File: src/rtl/move_queue.sv
// move_queue: unpacks packed move bursts into a circular buffer and dispenses them one at a time to move_to_step.
// Optional feature MOVE_MERGE_EN: an incoming move that is the inverse of the unpopped tail entry cancels it.
module move_queue #(
   parameter int DEPTH  = 256,
   parameter int BURST  = 50,
   parameter int MOVE_W = 4
) (
   input  logic                    clock,
   input  logic                    reset,
   input  logic                    new_moves,
   input  logic [BURST*MOVE_W-1:0] seq,
   input  logic                    seq_complete,
   input  logic                    move_done,
   output logic [MOVE_W-1:0]       next_move,
   output logic                    start_move,
   output logic                    finished_queue,
   output logic                    seq_done,
   output logic [7:0]              num_moves,
   output logic [7:0]              curr_step,
   output logic                    overflow
);
   localparam int PTR_W = $clog2(DEPTH);
   localparam int CNT_W = PTR_W + 1;
   localparam int IDX_W = $clog2(BURST);

   typedef enum logic {L_IDLE, L_UNPACK} loadState_t;
   typedef enum logic [1:0] {D_IDLE, D_ISSUE, D_BUSY} dispState_t;

   loadState_t r_loadState;
   loadState_t w_loadNext;
   dispState_t r_dispState;
   dispState_t w_dispNext;

   logic [BURST*MOVE_W-1:0] r_shadow;
   logic [IDX_W-1:0]        r_idx;
   logic [MOVE_W-1:0]       r_buf [DEPTH];
   logic [PTR_W-1:0]        r_wrPtr;
   logic [PTR_W-1:0]        r_rdPtr;
   logic [CNT_W-1:0]        r_count;
   logic [CNT_W-1:0]        w_countNext;
   logic                    r_armed;
   logic                    r_finished;
   logic [MOVE_W-1:0]       r_nextMove;
   logic [7:0]              r_numMoves;
   logic [7:0]              r_currStep;
   logic                    r_overflow;

   logic [MOVE_W-1:0] w_curMove;
   logic [MOVE_W-1:0] w_aheadMove;
   logic              w_unpacking;
   logic              w_curValid;
   logic              w_lastMove;
   logic              w_full;
   logic              w_write;
   logic              w_drop;
   logic              w_cancel;
   logic              w_pop;
   logic              w_seqDone;
   logic              w_startMove;
   logic              w_stepDone;

   function automatic logic isValid(input logic [MOVE_W-1:0] code);
      return (code >= MOVE_W'(2)) && (code <= MOVE_W'(13));
   endfunction

   // The shadow shifts down each cycle, so the move being examined is always in the low slot.
   assign w_curMove   = r_shadow[MOVE_W-1:0];
   assign w_aheadMove = r_shadow[2*MOVE_W-1:MOVE_W];
   assign w_unpacking = (r_loadState == L_UNPACK);
   assign w_curValid  = w_unpacking && isValid(w_curMove);
   assign w_lastMove  = (r_idx == IDX_W'(BURST - 1)) || !isValid(w_curMove) || !isValid(w_aheadMove);
   assign w_full      = (r_count == CNT_W'(DEPTH));

`ifdef MOVE_MERGE_EN
   logic [MOVE_W-1:0] w_tailMove;
   assign w_tailMove = r_buf[r_wrPtr - PTR_W'(1)];
   // A same-cycle pop of the only entry means the tail is already gone to the stepper.
   assign w_cancel   = w_curValid
                       && (r_count > (w_pop ? CNT_W'(1) : CNT_W'(0)))
                       && ((w_tailMove ^ w_curMove) == MOVE_W'(1));
`else
   assign w_cancel   = 1'b0;
`endif

   assign w_write = w_curValid && !w_cancel && !w_full;
   assign w_drop  = w_curValid && !w_cancel && w_full;

   always_comb begin
      w_loadNext = r_loadState;
      case (r_loadState)
         L_IDLE:   if (new_moves) w_loadNext = L_UNPACK;
         L_UNPACK: if (w_lastMove) w_loadNext = L_IDLE;
         default:  w_loadNext = L_IDLE;
      endcase
   end

   always_comb begin
      w_dispNext  = r_dispState;
      w_pop       = 1'b0;
      w_seqDone   = 1'b0;
      w_startMove = 1'b0;
      w_stepDone  = 1'b0;
      case (r_dispState)
         D_IDLE: begin
            if (r_armed && (r_count != '0)) begin
               w_pop      = 1'b1;
               w_dispNext = D_ISSUE;
            end else if (r_armed && (r_loadState == L_IDLE)) begin
               w_seqDone = 1'b1;
            end
         end
         D_ISSUE: begin
            w_startMove = 1'b1;
            w_dispNext  = D_BUSY;
         end
         D_BUSY: begin
            if (move_done) begin
               w_stepDone = 1'b1;
               w_dispNext = D_IDLE;
            end
         end
         default: w_dispNext = D_IDLE;
      endcase
   end

   always_comb begin
      w_countNext = r_count;
      if (w_write)  w_countNext = w_countNext + CNT_W'(1);
      if (w_cancel) w_countNext = w_countNext - CNT_W'(1);
      if (w_pop)    w_countNext = w_countNext - CNT_W'(1);
   end

   always_ff @(posedge clock or negedge reset) begin
      if (!reset) begin
         r_loadState <= L_IDLE;
         r_dispState <= D_IDLE;
         r_shadow    <= '0;
         r_idx       <= '0;
         r_wrPtr     <= '0;
         r_rdPtr     <= '0;
         r_count     <= '0;
         r_armed     <= 1'b0;
         r_finished  <= 1'b0;
         r_nextMove  <= '0;
         r_numMoves  <= '0;
         r_currStep  <= '0;
         r_overflow  <= 1'b0;
      end else begin
         r_loadState <= w_loadNext;
         r_dispState <= w_dispNext;
         r_count     <= w_countNext;
         r_finished  <= w_unpacking && w_lastMove;

         if ((r_loadState == L_IDLE) && new_moves) begin
            r_shadow <= seq;
            r_idx    <= '0;
         end else if (w_unpacking) begin
            r_shadow <= {{MOVE_W{1'b0}}, r_shadow[BURST*MOVE_W-1:MOVE_W]};
            r_idx    <= r_idx + IDX_W'(1);
         end

         if (w_write) begin
            r_wrPtr <= r_wrPtr + PTR_W'(1);
         end else if (w_cancel) begin
            r_wrPtr <= r_wrPtr - PTR_W'(1);
         end

         if (w_write && (r_numMoves != 8'hFF)) begin
            r_numMoves <= r_numMoves + 8'd1;
         end else if (w_cancel && (r_numMoves != 8'h00)) begin
            r_numMoves <= r_numMoves - 8'd1;
         end

         if (w_drop) r_overflow <= 1'b1;

         if (w_pop) begin
            r_nextMove <= r_buf[r_rdPtr];
            r_rdPtr    <= r_rdPtr + PTR_W'(1);
         end

         if (w_stepDone && (r_currStep != 8'hFF)) r_currStep <= r_currStep + 8'd1;

         // A repeated seq_complete while armed must not extend the drain past its seq_done.
         if (w_seqDone) begin
            r_armed <= 1'b0;
         end else if (seq_complete) begin
            r_armed <= 1'b1;
         end
      end
   end

   always_ff @(posedge clock) begin
      if (w_write) r_buf[r_wrPtr] <= w_curMove;
   end

   assign next_move      = r_nextMove;
   assign start_move     = w_startMove;
   assign finished_queue = r_finished;
   assign seq_done       = w_seqDone;
   assign num_moves      = r_numMoves;
   assign curr_step      = r_currStep;
   assign overflow       = r_overflow;

endmodule

File: config.mk
export PLATFORM = sky130hd
export DESIGN_NAME = move_queue
export DESIGN_NICKNAME = d
export VERILOG_FILES = /design/src/rtl/move_queue.sv
export SDC_FILE = /design/constraint.sdc
export NUM_CORES = 1
export LEC_CHECK = 0
export CORE_MARGIN = 4
export CORE_UTILIZATION = 50
export DETAILED_ROUTE_END_ITERATION = 8
export PLACE_DENSITY = 0.67
export SLEW_MARGIN = 10
export SYNTH_ARGS = -nofsm -noshare
export SYNTH_HDL_FRONTEND = slang
export SYNTH_SLANG_ARGS = --single-unit
export TNS_END_PERCENT = 10
File: constraint.sdc
create_clock -name clock -period 8.21 [get_ports clock]
set_input_delay 1.642 -clock clock [delete_from_list [all_inputs] [get_ports clock]]
set_output_delay 1.642 -clock clock [all_outputs]
set_load 0.01 [all_outputs]
==> flow_metrics.tcl, run 1 <==
set metrics [dict create \
    worstPathRequired_ns 6.57 \
    postRouteAntennaNets 0 \
    nFillCells 7717 \
    vdd_drop_max_v 0.000399 \
    wire_per_inst_um 26.2 \
    synth_compound_gate_area_share_pct 4.19 \
    netlist_area_um2 52300 \
    die_w_um 331 \
    seq_area_frac_synth_pct 71.1 \
    cts_tree "built" \
    cts_num_sinks 1281 \
    viasPerCell 6.02 \
    post_cts_resized 0 \
    tightest_slew_ns 1.06 \
    cp_cell_sequence "inv_1, nand2_1, nor4_1, clkdlybuf4s50_1" \
    drive_gt1_share_pct 14.5 \
    clock_path_buffers 3 \
    die-area_um2 110000 \
    final_common_cell "edfxtp_1" \
    syn_inst 3133 \
    syn_nets 3350 \
    criticalPathCategory "register to output port" \
    setup_viol 0 \
    crit_path_end_kind "output port" \
    io_pins 229 \
    cts-htree-levels 4 \
    ys_seq_elements 1281 \
    setup_tns_ns 0 \
    rows 118 \
    die_h_um 331 \
    max_stage_delay_ns 0.81 \
    start_util_pct 50.4 \
    route.detailed.drc 0 \
    grt_pass1_vias 29683 \
    synth_top_family_by_area "multiplexers" \
    hp-class "register to register" \
    core_area_um2 104000 \
    period_needed_ns 4.57 \
    crit_path_start_kind "register" \
    synth_flop_cell "edfxtp_1" \
    avgSynthCellArea_um2 16.7 \
    synth-xor-area-share_pct 0.687 \
    hold_buffers 0 \
    layout_common_cells "edfxtp_1 (1024), nor2_1 (291), mux2i_1 (278)" \
    skew_ns 0.0221 \
    synth_fa_ha_area_share_pct 0.287 \
    slew_headroom_pct 29.2 \
    synthToLayoutAreaGrowth_pct 14.7 \
    ys_types 57 \
    grt_max_degree 136 \
    rsz0062_at_grt "no" \
    antenna_found_initial 8 \
    synthSimpleGateAreaFrac_pct 5.39 \
    crit_path_max_fanout 107 \
    finalHoldViolations 0 \
    max_cap_viol_count 0 \
    leakage_nw 20.6 \
    portBuffers 228 \
    ys_async_sr_fraction_pct 20.1 \
    fmax_ghz 0.219 \
    total_power_mw 20.9 \
    num_vias 28982 \
    grtUsageTotal_pct 23.0 \
    wirelength_mm 126 \
    drt_pass1_iterations 7 \
    synthMuxAreaShare_pct 16.3 \
    p_per_area_nw_per_um2 348 \
    cts_buffers 131 \
    timing.final.max_slew_violations 0 \
    outcome "complete, no violations" \
    hpwl_mm 76.2 \
    root_buffer "clkbuf_16" \
    worst_ep_arrival_time_ns 2.93 \
    crit_buf_inv 2 \
    grt_overflow 0 \
    grt_pass1_wl_mm 191 \
    critPathTopFamily "buffers and inverters" \
    clock_latency_ns 0.74 \
    yosys_warnings 0 \
    nets 3549 \
    multi_input_area_um2 14100 \
    finalCritPeriodShare_pct 55.7 \
    seqCellArea_um2 37200 \
    synth-edff-count 1024 \
    cpMaxStageDelayCell "dfrtp_4" \
    post_cts_buffers 0 \
    drt_iter0_drc 3064 \
    routabilityCongestion 0.851 \
    clk_pin_slew_ns 0.06 \
]
[routing by layer]
| layer | track usage, % | share of wire, % | vias up |
|---|---|---|---|
| met4 | 8.20 | 3.1 | 0 |
| met3 | 4.16 | 7.6 | 235 |
| met1 | 32.1 | 40 | 14905 |
| met5 | 0 | 0 | - |
| li1 | - | - | 12537 |
| met2 | 36.8 | 49 | 1305 |
[registers in the layout, summed over array words and instances (netlist names), 2 cells and up]
signal and count:
r_shadow 200, next_move 4, r_dispState 2, num_moves 8, r_wrPtr 8, curr_step 8, r_idx 6, r_count 9
r_rdPtr 8, r_buf 1024
[report_power, final]
| part | switching (mW) | internal (mW) | leakage (nW) |
|---|---|---|---|
| sequential | 0.932 | 8.39 | 12.5 |
| clock | 2.43 | 3.44 | 2.06 |
| combinational | 3.38 | 2.29 | 6.07 |
| total | 6.74 | 14.1 | 20.6 |
[cell families (layout without fill, tap and decap cells)]
family	after synthesis	count (layout)
buffers and inverters	218	515
multiplexers	535	535
XOR/XNOR	41	41
flip-flops	1281	1281
AND/OR/NAND/NOR	675	675
other	0	8
adder cells (fa/ha/maj)	12	12
AO/OA/AOI/OAI	371	371
[tightest hold or removal path, stage by stage, from the launching register on]
cell and delay (ns):
dfrtp_1 0.34, nand2_1 0.05, o21ai_0 0.06
[area by class of cell]
type	instances	area share [%]
sequential	1281	62.1
tap	1380	2.88
inverter	16	0.100
clock buffer	166	5.91
multi-input combinational	1634	23.4
clock inverter	65	1.14
antenna	8	0.0334
timing repair buffer	268	4.45
[worst paths after layout]
check	startpoint	end	slack [ns]	cells past startpoint
min in group asynchronous	reset	r_shadow[187]$_DFFE_PN0P_	1.00	1
hold reg to reg	r_shadow[107]$_DFFE_PN0P_	r_shadow[103]$_DFFE_PN0P_	0.48	2
hold / removal	r_shadow[107]$_DFFE_PN0P_	r_shadow[103]$_DFFE_PN0P_	0.48	2
setup / recovery	r_loadState$_DFF_PN0_	seq_done	3.64	4
max in group asynchronous	reset	r_rdPtr[2]$_DFFE_PN0P_	5.88	2
setup reg to reg	r_rdPtr[0]$_DFFE_PN0P_	next_move[3]$_DFFE_PN0P_	4.12	7
[synth_stat cells, types with 14 or more instances]
cell type	n	share of area [%]
edfxtp_1	1024	59
mux2i_1	278	5.3
a21oi_1	44	0.42
nor2b_1	14	0.17
clkbuf_1	109	0.78
buf_1	17	0.12
xnor2_1	30	0.50
a22oi_1	37	0.53
dfrtp_1	257	12
nor2_1	292	2.1
nor3_1	19	0.18
buf_4	30	0.43
nand3_1	25	0.24
buf_2	36	0.34
inv_1	16	0.11
nand2_1	266	1.9
o21ai_0	206	2.0
mux4_2	252	11
[through the flow]
step / utilization [%] / hold slack (ns) / cell area, um2 / instances / setup WS (ns)
3_3_place_gp: 53.8 / 0.464 / 55700 / 4579 / 4.30
6_report: 57.9 / 0.475 / 60000 / 4818 / 3.64
3_5_place_dp: 53.8 / 0.470 / 55700 / 4579 / 4.22
2_1_floorplan: - / 0.452 / 52300 / 3133 / 2.49
4_1_cts: 57.8 / 0.481 / 59900 / 4810 / 3.58
5_1_grt: 57.9 / 0.503 / 60000 / 4818 / 3.38
Note: power is estimated with default switching activity, not from simulation.
==> run 2: changes to the inputs <==
PLACE_DENSITY = 0.69   (was 0.67)
clock period = 3.65 ns   (was 8.21 ns; I/O delays follow)
==> flow_metrics.tcl, run 2 (synthesis gave the netlist of run 1 again) <==
set metrics [dict create \
    timing.final.max_slew_violations 0 \
    rsz0062_at_grt "no" \
    hp-class "input port to asynchronous set/reset pin" \
    layout_common_cells "edfxtp_1 (1024), nor2_1 (291), mux2i_1 (278)" \
    grtUsageTotal_pct 22.9 \
    reg.largest.list "r_buf: 1024 flops, r_shadow: 200 flops, r_count: 9 flops" \
    grt_max_degree 280 \
    die_w_um 331 \
    cts_num_sinks 1281 \
    vdd_drop_max_v 0.000642 \
    clock_path_buffers 3 \
    route.detailed.drc 0 \
    grt_pass1_wl_mm 191 \
    worst_ep_arrival_time_ns 2.69 \
    largest_reg_flops 1024 \
    p_per_area_nw_per_um2 785 \
    wire_per_inst_um 25.8 \
    post_cts_buffers 0 \
    drive_gt1_share_pct 16.5 \
    crit_path_max_fanout 6 \
    cpMaxStageDelayCell "clkdlybuf4s50_1" \
    drt_pass1_iterations 7 \
    cts_tree "built" \
    die_h_um 331 \
    clock_latency_ns 0.74 \
    leakage_nw 21.0 \
    hpwl_mm 80.0 \
    grt_pass1_vias 29864 \
    clk_pin_slew_ns 0.06 \
    finalCritPeriodShare_pct 93.6 \
    finalHoldViolations 0 \
    setup_tns_ns 0 \
    tightest_slew_ns 1.17 \
    fin_ws_ns 0.234 \
    seqCellArea_um2 37200 \
    skew_ns 0.0290 \
    portBuffers 228 \
    multi_input_area_um2 14100 \
    core_area_um2 104000 \
    viasPerCell 5.98 \
    postRouteAntennaNets 0 \
    critPathTopFamily "buffers and inverters" \
    grt_overflow 0 \
    max_stage_delay_ns 0.62 \
    root_buffer "clkbuf_16" \
    rows 118 \
    cp_cell_sequence "inv_1, ha_1, nor4b_2, nand2_1, nor4_4, clkdlybuf4s50_1" \
    cts_buffers 134 \
    cts-htree-levels 4 \
    num_vias 29280 \
    post-place-ws_ns 0.388 \
    io_pins 229 \
    nFillCells 7704 \
    crit_path_start_kind "register" \
    start_util_pct 50.4 \
    nets 3619 \
    period_needed_ns 3.42 \
    setup_viol 0 \
    fmax_ghz 0.293 \
    wirelength_mm 126 \
    synthToLayoutAreaGrowth_pct 16.3 \
    die-area_um2 110000 \
    outcome "complete, no violations" \
    crit_path_end_kind "output port" \
    regMostFlops "r_buf" \
    final_common_cell "edfxtp_1" \
    crit_buf_inv 2 \
    drt_iter0_drc 3017 \
    worstPathRequired_ns 2.92 \
    slew_headroom_pct 22.1 \
    max_cap_viol_count 0 \
    routabilityCongestion 0.885 \
    criticalPathCategory "register to output port" \
    antenna_found_initial 7 \
]
[run 2: cell types whose count changed in the layout (fill, tap and decap cells not counted), sizes merged]
cell      previous run  this run
clkinv              43        53
buf                 42       109
bufinv              12        10
clkbuf             166       165
diode                8         5
inv                 23        25
clkinvlp             3         8
[run 2: final timing paths]
path	from	to	slack, ns	cells past startpoint
worst max-delay path	r_count[0]$_DFF_PN0_	seq_done	0.23	6
worst min-delay path	reset	r_shadow[21]$_DFFE_PN0P_	0.01	1
worst max register to register	r_count[0]$_DFF_PN0_	r_buf[217][3]$_DFFE_PP_	0.54	9
worst min register to register	overflow$_DFFE_PN0P_	overflow$_DFFE_PN0P_	0.47	1
max in group asynchronous	reset	r_shadow[70]$_DFFE_PN0P_	2.74	2
min in group clock	overflow$_DFFE_PN0P_	overflow$_DFFE_PN0P_	0.47	1
[run 2: final cells by class]
cell class | instances | area share [%]
sequential | 1281 | 61.2
multi-input combinational | 1634 | 23.1
clock buffer | 165 | 5.81
timing repair buffer | 335 | 5.52
tap | 1380 | 2.84
clock inverter | 80 | 1.36
inverter | 16 | 0.0988
antenna | 5 | 0.0206
[run 2: repair_timing]
action,4_1_cts,5_1_grt
gates resized for setup,3,0
setup endpoints to repair,1,1
pin swaps,0,1
hold buffers,0,0
[run 2: power by group]
group	internal [mW]	total, mW	switching (mW)
sequential	18.9	20.2	1.36
combinational	5.63	14.1	8.42
clock	7.69	13.4	5.73
total	32.2	47.7	15.5
[run 2: layer usage]
layer  GRT usage (%)  part of all wire [%]  vias to the layer above
met3            5.32                   8.8                      235
met5               0                 0.019                        -
met1            32.3                    41                    14973
met4            7.74                   3.1                        4
li1                -                     -                    12680
met2            35.6                    47                     1388
[run 2: per-stage QoR]
step                cells  cell area (um2)  power [mW]  hold slack [ns]  util [%]
floorplan            3133            52300        29.4            0.434         -
global placement     4646            56400        34.2            0.463      54.4
detailed placement   4646            56400        34.6            0.457      54.4
CTS                  4891            60800        48.0           0.0166      58.6
global route         4895            60800        49.9           0.0581      58.6
finish               4896            60800        47.7           0.0131      58.7
